`config.mk`:
```
export PLATFORM = sky130hd
export DESIGN_NAME = tq_dct_4x4_stream
export DESIGN_NICKNAME = d
export VERILOG_FILES = /design/src/rtl/tq_pkg.sv /design/src/rtl/tq_butterfly4.sv /design/src/rtl/tq_dct_4x4_stream.sv
export SDC_FILE = /design/constraint.sdc
export NUM_CORES = 2
export LEC_CHECK = 0
export CAP_MARGIN = 20
export CORE_MARGIN = 2
export CORE_UTILIZATION = 50
export DETAILED_ROUTE_END_ITERATION = 12
export PLACE_DENSITY = 0.67
export SYNTH_ARGS = -nofsm -noshare
export SYNTH_HDL_FRONTEND = slang
export SYNTH_SLANG_ARGS = --single-unit
```
`constraint.sdc`:
```
create_clock -name clk -period 12.9 [get_ports clk]
set_input_delay 3.225 -clock clk [delete_from_list [all_inputs] [get_ports clk]]
set_output_delay 3.225 -clock clk [all_outputs]
set_load 0.03 [all_outputs]
```
`src/rtl/tq_pkg.sv`:
```
// tq_pkg -- shared definitions for the 4x4 streaming forward transform.
//   TQ_IN_W    : default signed residual sample width
//   tq_mode_e  : butterfly selection (integer DCT or Hadamard)
//   tq_bank_e  : life cycle of one transpose-buffer bank
package tq_pkg;

   localparam int TQ_IN_W = 9;

   typedef enum logic {
      TQ_MODE_DCT = 1'b0,
      TQ_MODE_HAD = 1'b1
   } tq_mode_e;

   typedef enum logic [1:0] {
      BANK_EMPTY    = 2'd0,
      BANK_FILLING  = 2'd1,
      BANK_FULL     = 2'd2,
      BANK_DRAINING = 2'd3
   } tq_bank_e;

endpackage

```
`src/rtl/tq_butterfly4.sv`:
```
// tq_butterfly4 -- combinational 4-point 1-D butterfly (integer DCT or Hadamard).
// Ports:
//   i_vec  [4*W-1:0]     : four signed W-bit inputs, lane k = e[k]
//   i_mode               : TQ_MODE_DCT or TQ_MODE_HAD
//   o_vec  [4*(W+3)-1:0] : four signed (W+3)-bit outputs, lane k = d[k]
// The inputs are sign-extended by three bits, which covers the largest
// gain of either butterfly (sum of |coefficients| = 6), so no overflow.
module tq_butterfly4
   import tq_pkg::*;
#(
   parameter int W = TQ_IN_W
) (
   input  logic [4*W-1:0]     i_vec,
   input  tq_mode_e           i_mode,
   output logic [4*(W+3)-1:0] o_vec
);

   localparam int OW = W + 3;

   logic signed [OW-1:0] w_e [4];
   logic signed [OW-1:0] w_d [4];
   logic signed [OW-1:0] w_t0;
   logic signed [OW-1:0] w_t1;
   logic signed [OW-1:0] w_t2;
   logic signed [OW-1:0] w_t3;

   for (genvar k = 0; k < 4; k++) begin : g_lane
      assign w_e[k] = {{3{i_vec[k*W+W-1]}}, i_vec[k*W +: W]};
      assign o_vec[k*OW +: OW] = w_d[k];
   end

   assign w_t0 = w_e[0] + w_e[3];
   assign w_t1 = w_e[1] + w_e[2];
   assign w_t2 = w_e[1] - w_e[2];
   assign w_t3 = w_e[0] - w_e[3];

   always_comb begin
      w_d[0] = w_t0 + w_t1;
      w_d[2] = w_t0 - w_t1;
      if (i_mode == TQ_MODE_HAD) begin
         w_d[1] = w_t3 + w_t2;
         w_d[3] = w_t3 - w_t2;
      end else begin
         w_d[1] = (w_t3 <<< 1) + w_t2;
         w_d[3] = w_t3 - (w_t2 <<< 1);
      end
   end

endmodule

```
`src/rtl/tq_dct_4x4_stream.sv`:
```
// tq_dct_4x4_stream -- streaming 4x4 forward integer DCT / Hadamard.
// Ports:
//   clk, rst      : single clock, synchronous active-high reset
//   in_valid_i    : row_i / mode_i valid        in_ready_o : row accepted this cycle
//   mode_i        : 0 = DCT, 1 = Hadamard, taken from row 0 of each block
//   row_i         : one row, lane k = s[r][k] (signed IN_W)
//   out_valid_o   : out_col_o valid             out_ready_i : consumer takes column
//   out_col_o     : lane k = d[j][k] (signed OUT_W), j = out_idx_o
//   out_last_o    : marks j = 3
// Configuration macro: TQ_DCT_HADAMARD_EN enables per-block Hadamard mode;
// without it mode_i is ignored and the block is DCT only.
// Rows are stored raw in a two-bank buffer; both butterfly stages run on
// the read side, so the transpose between them is pure wiring. Row 3 of a
// block is bypassed from row_i so column 0 can be registered on the same
// edge that accepts row 3.
module tq_dct_4x4_stream
   import tq_pkg::*;
#(
   parameter int IN_W  = TQ_IN_W,
   parameter int OUT_W = IN_W + 6
) (
   input  logic               clk,
   input  logic               rst,
   input  logic               in_valid_i,
   output logic               in_ready_o,
   input  logic               mode_i,
   input  logic [4*IN_W-1:0]  row_i,
   output logic               out_valid_o,
   input  logic               out_ready_i,
   output logic [4*OUT_W-1:0] out_col_o,
   output logic [1:0]         out_idx_o,
   output logic               out_last_o
);

   localparam int H_W = IN_W + 3;

   tq_bank_e           r_state [2];
   tq_bank_e           w_state_nxt [2];
   logic               r_wr_bank;
   logic [1:0]         r_wr_row;
   logic               r_rd_bank;
   logic [1:0]         r_rd_col;
   logic [4*IN_W-1:0]  r_mem [2][4];
   logic               r_vld_p1;
   logic [4*OUT_W-1:0] r_col_p1;
   logic [1:0]         r_idx_p1;
   logic               r_last_p1;
   logic               r_bank_p1;

   logic               w_in_fire;
   logic               w_out_fire;
   logic               w_bypass;
   logic               w_rd_avail;
   logic               w_load;
   tq_mode_e           w_rd_mode;
   logic [4*IN_W-1:0]  w_rd_row [4];
   logic [4*H_W-1:0]   w_h [4];
   logic [4*OUT_W-1:0] w_v [4];

   assign in_ready_o = !rst && ((r_state[r_wr_bank] == BANK_EMPTY) ||
                                (r_state[r_wr_bank] == BANK_FILLING));
   assign w_in_fire  = in_valid_i && in_ready_o;
   assign w_out_fire = r_vld_p1 && out_ready_i;
   // Read bank is still being filled and its last row arrives this cycle.
   assign w_bypass   = w_in_fire && (r_wr_bank == r_rd_bank) && (r_wr_row == 2'd3);
   assign w_rd_avail = (r_state[r_rd_bank] == BANK_FULL) ||
                       (r_state[r_rd_bank] == BANK_DRAINING) || w_bypass;
   assign w_load     = w_rd_avail && (!r_vld_p1 || out_ready_i);

`ifdef TQ_DCT_HADAMARD_EN
   tq_mode_e r_mode [2];

   always_ff @(posedge clk) begin
      if (w_in_fire && (r_wr_row == 2'd0)) begin
         r_mode[r_wr_bank] <= tq_mode_e'(mode_i);
      end
   end

   assign w_rd_mode = r_mode[r_rd_bank];
`else
   logic w_mode_unused;
   assign w_mode_unused = mode_i;
   assign w_rd_mode     = TQ_MODE_DCT;
`endif

   // ---- stage p0: row write into the current write bank ----
   always_ff @(posedge clk) begin
      if (w_in_fire) begin
         r_mem[r_wr_bank][r_wr_row] <= row_i;
      end
   end

   // Horizontal butterflies on the four rows of the read bank.
   for (genvar r = 0; r < 4; r++) begin : g_row
      if (r == 3) begin : g_byp
         assign w_rd_row[r] = w_bypass ? row_i : r_mem[r_rd_bank][r];
      end else begin : g_mem
         assign w_rd_row[r] = r_mem[r_rd_bank][r];
      end
      tq_butterfly4 #(.W(IN_W)) u_hor (
         .i_vec  (w_rd_row[r]),
         .i_mode (w_rd_mode),
         .o_vec  (w_h[r])
      );
   end

   // Vertical butterflies: column j gathers horizontal frequency j of each row.
   for (genvar j = 0; j < 4; j++) begin : g_col
      tq_butterfly4 #(.W(H_W)) u_ver (
         .i_vec  ({w_h[3][j*H_W +: H_W], w_h[2][j*H_W +: H_W],
                   w_h[1][j*H_W +: H_W], w_h[0][j*H_W +: H_W]}),
         .i_mode (w_rd_mode),
         .o_vec  (w_v[j])
      );
   end

   // Bank life cycle; the three updates never target the same bank together
   // except fill-complete plus first read, where DRAINING must win.
   always_comb begin
      for (int b = 0; b < 2; b++) begin
         w_state_nxt[b] = r_state[b];
         if (w_in_fire && (r_wr_bank == 1'(b))) begin
            w_state_nxt[b] = (r_wr_row == 2'd3) ? BANK_FULL : BANK_FILLING;
         end
         if (w_load && (r_rd_col == 2'd0) && (r_rd_bank == 1'(b))) begin
            w_state_nxt[b] = BANK_DRAINING;
         end
         if (w_out_fire && r_last_p1 && (r_bank_p1 == 1'(b))) begin
            w_state_nxt[b] = BANK_EMPTY;
         end
      end
   end

   // ---- stage p1: registered output column ----
   always_ff @(posedge clk) begin
      if (rst) begin
         r_state[0] <= BANK_EMPTY;
         r_state[1] <= BANK_EMPTY;
         r_wr_bank  <= 1'b0;
         r_wr_row   <= 2'd0;
         r_rd_bank  <= 1'b0;
         r_rd_col   <= 2'd0;
         r_vld_p1   <= 1'b0;
         r_col_p1   <= '0;
         r_idx_p1   <= 2'd0;
         r_last_p1  <= 1'b0;
         r_bank_p1  <= 1'b0;
      end else begin
         r_state[0] <= w_state_nxt[0];
         r_state[1] <= w_state_nxt[1];
         if (w_in_fire) begin
            r_wr_row <= r_wr_row + 2'd1;
            if (r_wr_row == 2'd3) begin
               r_wr_bank <= ~r_wr_bank;
            end
         end
         if (w_load) begin
            r_rd_col  <= r_rd_col + 2'd1;
            if (r_rd_col == 2'd3) begin
               r_rd_bank <= ~r_rd_bank;
            end
            r_vld_p1  <= 1'b1;
            r_col_p1  <= w_v[r_rd_col];
            r_idx_p1  <= r_rd_col;
            r_last_p1 <= (r_rd_col == 2'd3);
            r_bank_p1 <= r_rd_bank;
         end else if (out_ready_i) begin
            r_vld_p1  <= 1'b0;
         end
      end
   end

   assign out_valid_o = r_vld_p1;
   assign out_col_o   = r_col_p1;
   assign out_idx_o   = r_idx_p1;
   assign out_last_o  = r_last_p1;

endmodule

```
== Word level (Yosys, flattened, before mapping) ==
Memory sizes are Yosys's and may differ from the RTL's. A register that Yosys moved wholly into a read port is not among the register bits.
Cells that the tools add are included.

* Memories: 2
* Output and inout bits: 65
* Bits in registers: 71
* Memory bits (writable): 292
* Logic and storage cells: 151

{| class="wikitable"
|+ Memories
! name !! words !! width !! read ports !! clocked after Yosys merged registers in !! wr ports !! RTL line !! RTL
|-
| r_mem || 2 || 144 || 1 || 1 || 1 || tq_dct_4x4_stream.sv:43 || <nowiki>logic [4*IN_W-1:0] r_mem [2][4];</nowiki>
|-
| r_state || 2 || 2 || 2 || 2 || 2 || tq_dct_4x4_stream.sv:37 || <nowiki>tq_bank_e r_state [2];</nowiki>
|}

* Multiplexer cells: 28
* $add $sub $neg: 66
* Reductions and logical operators: 28
* Order comparisons: 3
* Bitwise gates (word level): 7
* Equality and inequality tests: 8

{| class="wikitable"
|+ Operator list
! operator !! count
|-
| $mux 144 || 1
|-
| $add 15x15->15 || 8
|-
| $bmux 60 s2 || 1
|-
| $mux 60 || 2
|-
| $sub 15x15->15 || 8
|-
| $add 9x9->10 || 8
|-
| $sub 9x9->10 || 8
|-
| $demux 36 s2 || 1
|-
| $mux 36 || 2
|-
| $add 12x12->13 || 4
|-
| $sub 12x12->13 || 4
|-
| $add 11x10->12 || 4
|-
| $add 11x11->12 || 4
|-
| $sub 10x11->12 || 4
|-
| $sub 11x11->12 || 4
|-
| $add 10x10->11 || 4
|-
| $sub 10x10->11 || 4
|-
| $mux 2 || 9
|-
| $logic_and 1x1->1 || 15
|-
| $mux 1 || 12
|-
| $eq 2x2->1 const B || 4
|-
| $reduce_and 2->1 || 4
|-
| $ge 3x3->1 const B || 2
|-
| $ne 3x3->1 const B || 2
|-
| 11 further kinds || 21
|}

== Longest topological paths before layout ==
* Depth in word-level cells: 14
* Depth in mapped cells: 39
* Gate-level depth less buffers: 36

== By module ==
From an unflattened synthesis, not the netlist that was laid out.

* Cells, all modules: 6597
* Area total of the unflattened synthesis: 56357.8 um^2

{| class="wikitable"
|+ Modules (own cells, without submodules)
! module !! times used !! area each (um^2) !! seq. area each (um^2) !! cells an instance
|-
| tq_dct_4x4_stream || 1 || 15237.1 || 10169.8 || 973
|-
| tq_butterfly4 (g_col[2].u_ver ...) || 2 || 6062.1 || 0.0 || 858
|-
| tq_butterfly4 (g_col[1].u_ver) || 1 || 5878.1 || 0.0 || 791
|-
| tq_butterfly4 (g_col[0].u_ver) || 1 || 5873.1 || 0.0 || 800
|-
| tq_butterfly4 (g_row[1].u_hor) || 1 || 4458.0 || 0.0 || 591
|-
| tq_butterfly4 (g_row[0].u_hor) || 1 || 4359.2 || 0.0 || 595
|-
| tq_butterfly4 (g_row[2].u_hor) || 1 || 4331.7 || 0.0 || 594
|-
| tq_butterfly4 (g_row[3].u_hor) || 1 || 4096.4 || 0.0 || 537
|}

== Least setup slack after synthesis ==
OpenSTA, ideal clock, no wires.

* Kind: input to register
* From: in rst
* To: reg r_col_p1[42], in the netlist out_col_o[42]
* Library setup time: 117 ps
* Slack: 3219 ps
* Stages on the path: 32
* Arrival: 9564 ps
* Cell sequence: nand3b_1 > nor3_2 > buf_4 > clkbuf_1 > clkbuf_1 > nand2_1 > o21ai_0 > ha_1 > a21oi_1 > a21oi_1 > o221ai_4 > a21oi_1 > xor2_1 > ha_1 > a21o_1 > a21oi_1 > o21bai_1 > maj3_2 > a2111oi_2 > nor3_2 > xor2_1 > ha_1 > or3_1 > o21ai_0 > a21oi_1 > xor2_1 > ha_1 > clkbuf_1 > a21oi_1 > nor2_1 > mux2_2 > a32o_1

* Cells in the longest elaborated chain, start to end: 13

{| class="wikitable"
|+ RTL lines
! element !! RTL line !! RTL
|-
| start, declared || tq_dct_4x4_stream.sv:23 || <nowiki>input logic rst,</nowiki>
|-
| $logic_not 1->1 || tq_dct_4x4_stream.sv:60 || <nowiki>assign in_ready_o = !rst && ((r_state[r_wr_bank] == BANK_EMPTY) ||</nowiki>
|-
| $logic_and 1x1->1 || tq_dct_4x4_stream.sv:60 ||
|-
| $logic_and 1x1->1 || tq_dct_4x4_stream.sv:62 || <nowiki>assign w_in_fire = in_valid_i && in_ready_o;</nowiki>
|-
| $logic_and 1x1->1 (2 in series) || tq_dct_4x4_stream.sv:65 || <nowiki>assign w_bypass = w_in_fire && (r_wr_bank == r_rd_bank) && (r_wr_row == 2'd3);</nowiki>
|-
| $mux 36 || tq_dct_4x4_stream.sv:96 || <nowiki>assign w_rd_row[r] = w_bypass ? row_i : r_mem[r_rd_bank][r];</nowiki>
|-
| $sub 9x9->10 (tied with other cells) || tq_butterfly4.sv:35 || <nowiki>assign w_t3 = w_e[0] - w_e[3];</nowiki>
|-
| $sub 10x11->12 (tied with other cells) || tq_butterfly4.sv:45 || <nowiki>w_d[3] = w_t3 - (w_t2 <<< 1);</nowiki>
|-
| $add 12x12->13 / $add 11x11->12 (equally long branches) || tq_butterfly4.sv:32 || <nowiki>assign w_t0 = w_e[0] + w_e[3];</nowiki>
|-
| $sub 15x15->15 || tq_butterfly4.sv:39 || <nowiki>w_d[2] = w_t0 - w_t1;</nowiki>
|-
| $bmux 60 s2 || tq_dct_4x4_stream.sv:163 || <nowiki>r_col_p1 <= w_v[r_rd_col];</nowiki>
|-
| $mux 60 (not written as such) (2 in series) || tq_dct_4x4_stream.sv:163 ||
|-
| end signal, assigned || tq_dct_4x4_stream.sv:163 ||
|-
| end, declared || tq_dct_4x4_stream.sv:45 || <nowiki>logic [4*OUT_W-1:0] r_col_p1;</nowiki>
|}

Parallel ways exist; a longest one is shown, timed or not. The select of a mux whose other input is x is not followed.
A chain may end at the register's enable or synchronous reset.

== Worst setup path in the final report ==
* From: in in_valid_i
* To: reg r_col_p1[57], in the netlist out_col_o[57]

* Cells in the longest elaborated chain, start to end: 11

{| class="wikitable"
|+ RTL lines
! element !! RTL line !! RTL
|-
| start, declared || tq_dct_4x4_stream.sv:24 || <nowiki>input logic in_valid_i,</nowiki>
|-
| $logic_and 1x1->1 * || tq_dct_4x4_stream.sv:62 ||
|-
| $logic_and 1x1->1 * (2 in series) || tq_dct_4x4_stream.sv:65 ||
|-
| $mux 36 || tq_dct_4x4_stream.sv:96 ||
|-
| $sub 9x9->10 (tied with other cells) || tq_butterfly4.sv:35 ||
|-
| $sub 10x11->12 (tied with other cells) || tq_butterfly4.sv:45 ||
|-
| $sub 12x12->13 / $sub 11x11->12 (equally long branches) || tq_butterfly4.sv:35 ||
|-
| $sub 15x15->15 || tq_butterfly4.sv:45 ||
|-
| $bmux 60 s2 || tq_dct_4x4_stream.sv:163 ||
|-
| $mux 60 (not written as such) (2 in series) || tq_dct_4x4_stream.sv:163 ||
|}

Mark *: on every way between the ends. The rest lies on a longest branch, timed or not. The select of a mux whose other input is x is not followed.

==> summary.txt <==
Worst setup path
  • Critical Path Start Type: primary input
  • WP data required: 13.41 ns
  • Crit Path Max Fanout: 74
  • Max stage delay on crit path: 0.83 ns
  • Critical path type: primary input to flop
  • Reg2Reg Setup Slack: 3.99 ns
  • Worst reg2reg endpoint: out_col_o[43]
  • Reg2Reg Depth: 27
  • CP arrival: 11.57 ns
  • Slowest-stage cell, CP: o41ai_1
  • Crit end category: flop

Timing
  • Final Max Slew Viols: 0
  • Period utilization: 85.7%
  • Min Tclk post-route: 11.06 ns
  • Least-Margin Pin Slew: 1.07 ns
  • Maximum clock rate: 90.4 MHz
  • Setup violators final: 0
  • RSZ-0062 raised after global routing: false
  • Skew final: 0.0444 ns
  • Hold Vio Cnt, Final: 0
  • Setup tns final: 0 ns
  • Worst slew margin: 27.8%

Yosys
  • Mapped Cells: 4,581
  • Cell taking the most area after synthesis: ha_1
  • Post-synthesis register bit count: 362
  • Syn_nets: 5,379
  • Synth top cells by count: ha_1, inv_1, a21oi_1
  • Top FF cell, synth: edfxtp_1
  • Synth top area cells: ha_1, edfxtp_1, xnor2_1
  • Post-synthesis sequential area ratio: 24.5%
  • Yosys warns: 0
  • Post-synth cell types: 88
  • Synth top area share: 21.1%
  • Number of synthesized flops with an enable pin: 290
  • Asr flop ratio synth: 0%
  • Post-Syn Area: 41,400 um^2
  • Cell with the most instances after synthesis: ha_1
  • Avg Inst Size Synth: 9.03 um^2

Floorplan
  • I/O pins: 106
  • Starting Density: 50.5%
  • Die area: 85,100 um^2
  • Core ar.: 82,000 um^2
  • Die H: 292 um
  • Die X: 292 um
  • FP Rows: 105

Clock network
  • CTS tree: yes
  • H-tree depth: 2
  • Clock Path Buffers: 3
  • Resize count post-CTS: 0
  • Post-CTS setup buffers: 0
  • Total CTS buffers: 41
  • Sink Count: 362
  • Worst skew pair latency: 0.61 ns
  • Hold Buf Count CTS: 0
  • Worst-path clk slew: 0.05 ns
  • Clk Tree Root Cell: clkbuf_16

Routing
  • Detailed Route WL: 127,000 um
  • Residual DRC: 0
  • DRT antenna net count: 0
  • 1st-iter DRT viols: 2,392
  • Drt first pass iters: 6
  • WL/cell: 22.2 um
  • Vias per cell: 5.71
  • Total number of vias: 32,700

GRT
  • Grt ovf: 0
  • Vias in the first global route: 31,500
  • Pin count of the biggest net entering global routing: 75
  • Initial antenna violation count: 0
  • Total Routing Usage GR: 29.3%
  • First-pass GRT wire length: 187,000 um

Placed design
  • Routability cong.: 1.01
  • Number of port buffers: 104
  • Hpwl dp: 106,000 um

Worst hold path
  • Hold Path Depth: 2
  • HP Start: out_col_o[18]
  • Min-Delay Path Class: flop to flop
  • Hold endpoint: out_col_o[18]

Run
  • Maxcap violations: 0

Final layout
  • Post-layout util: 54.6%
  • Area delta synth->final: 8.23%
  • Fillers: 7,553
  • ANT cells: 0
  • Share of post-route cells with drive strength above 1: 5.00%
  • Net count, final: 5,429

Outcome
  • Status: complete, no violations
[layout by cell type (no fill, tap or decap), types with 25 or more instances in the layout]
cell type        netlist  layout
a211oi_1              27      27
a21o_1               106     105
a21oi_1              426     425
a31oi_1               25      25
clkbuf_16              0      41
clkdlybuf4s50_1        0     103
dfxtp_1               72      70
edfxtp_1             290     290
fa_1                  60      60
ha_1                 697     695
inv_1                604     604
mux2_2                58      58
mux2i_1              105     105
mux4_2                35      35
nand2_1              223     223
nand2b_1              58      58
nor2_1               304     304
nor2b_1               63      63
nor3_1                51      51
o21a_1                36      36
o21ai_0              203     203
o21bai_1             184     184
xnor2_1              403     403
xor2_1               142     142
[per-layer routing]
layer | global-route usage (%) | part of all wire [%] | vias up
met5 | 0 | 0 | -
met4 | 8.21 | 3.0 | 0
met3 | 2.65 | 5.5 | 182
met2 | 49.5 | 46 | 924
met1 | 40.0 | 45 | 15700
li1 | - | - | 15900
[kinds of logic (layout without fill, tap and decap cells)]
kind of cell               Yosys count  after routing  share of synthesized area, %
and+or+nand+nor                    804            804                          8.87
AOI/OAI and AO/OA                 1185           1185                          18.2
muxes                              200            200                          6.10
buffers and inverters              721            800                          6.58
xor gates and xnor gates           547            547                          11.6
DFF                                362            362                          24.5
adders and majority gates          762            762                          24.1
[worst max-delay path, delay by kind of cell]
kind	cells	cell delay [ns]
AO/OA/AOI/OAI	11	3.49
XOR/XNOR	4	0.91
adder cells (fa/ha/maj)	4	1.30
buffers and inverters	4	1.02
multiplexers	1	0.53
AND/OR/NAND/NOR	6	1.03
[how the worst max path moves through the flow]
| stage | end | start | slack, ns |
|---|---|---|---|
| final | out_col_o[57] | in_valid_i | 1.84 |
| after global routing | out_col_o[59] | in_valid_i | 1.41 |
| after CTS | out_col_o[59] | in_valid_i | 1.95 |
| after detailed placement | out_col_o[59] | in_valid_i | 1.38 |
| after global placement | out_col_o[59] | in_valid_i | 1.41 |
| after floorplan | out_col_o[42] | rst | 3.22 |
[registers in the layout, indices dropped and copies added (netlist names), named ones only]
signal	flops
out_idx_o	2
r_rd_col	2
r_mem	288
out_valid_o	1
r_wr_bank	1
r_bank_p1	1
out_last_o	1
out_col_o	59
r_state	2
r_rd_bank	1
r_wr_row	2
[stage by stage]
| step | cell area, um^2 | setup WS (ns) | cells | hold slack [ns] |
|---|---|---|---|---|
| 2_1_floorplan | 41400 | 3.22 | 4581 | 0.463 |
| 3_3_place_gp | 43500 | 1.41 | 5656 | 0.439 |
| 3_5_place_dp | 43500 | 1.38 | 5656 | 0.444 |
| 4_1_cts | 44700 | 1.95 | 5728 | 0.450 |
| 5_1_grt | 44800 | 1.41 | 5730 | 0.479 |
| 6_report | 44800 | 1.84 | 5730 | 0.448 |
[cell type report]
class	count	area, um^2	share of cell area [%]
clock buffer	49	1070	2.38
clock inverter	23	204	0.456
inverter	606	2270	5.08
multi-input combinational	3498	28500	63.7
sequential	362	10200	22.7
tap	1070	1340	2.99
timing repair buffer	122	1210	2.70
Power is left out: the tool's default activity adds up to more than one toggle a clock period on the data nets, which glitch-free logic cannot reach.
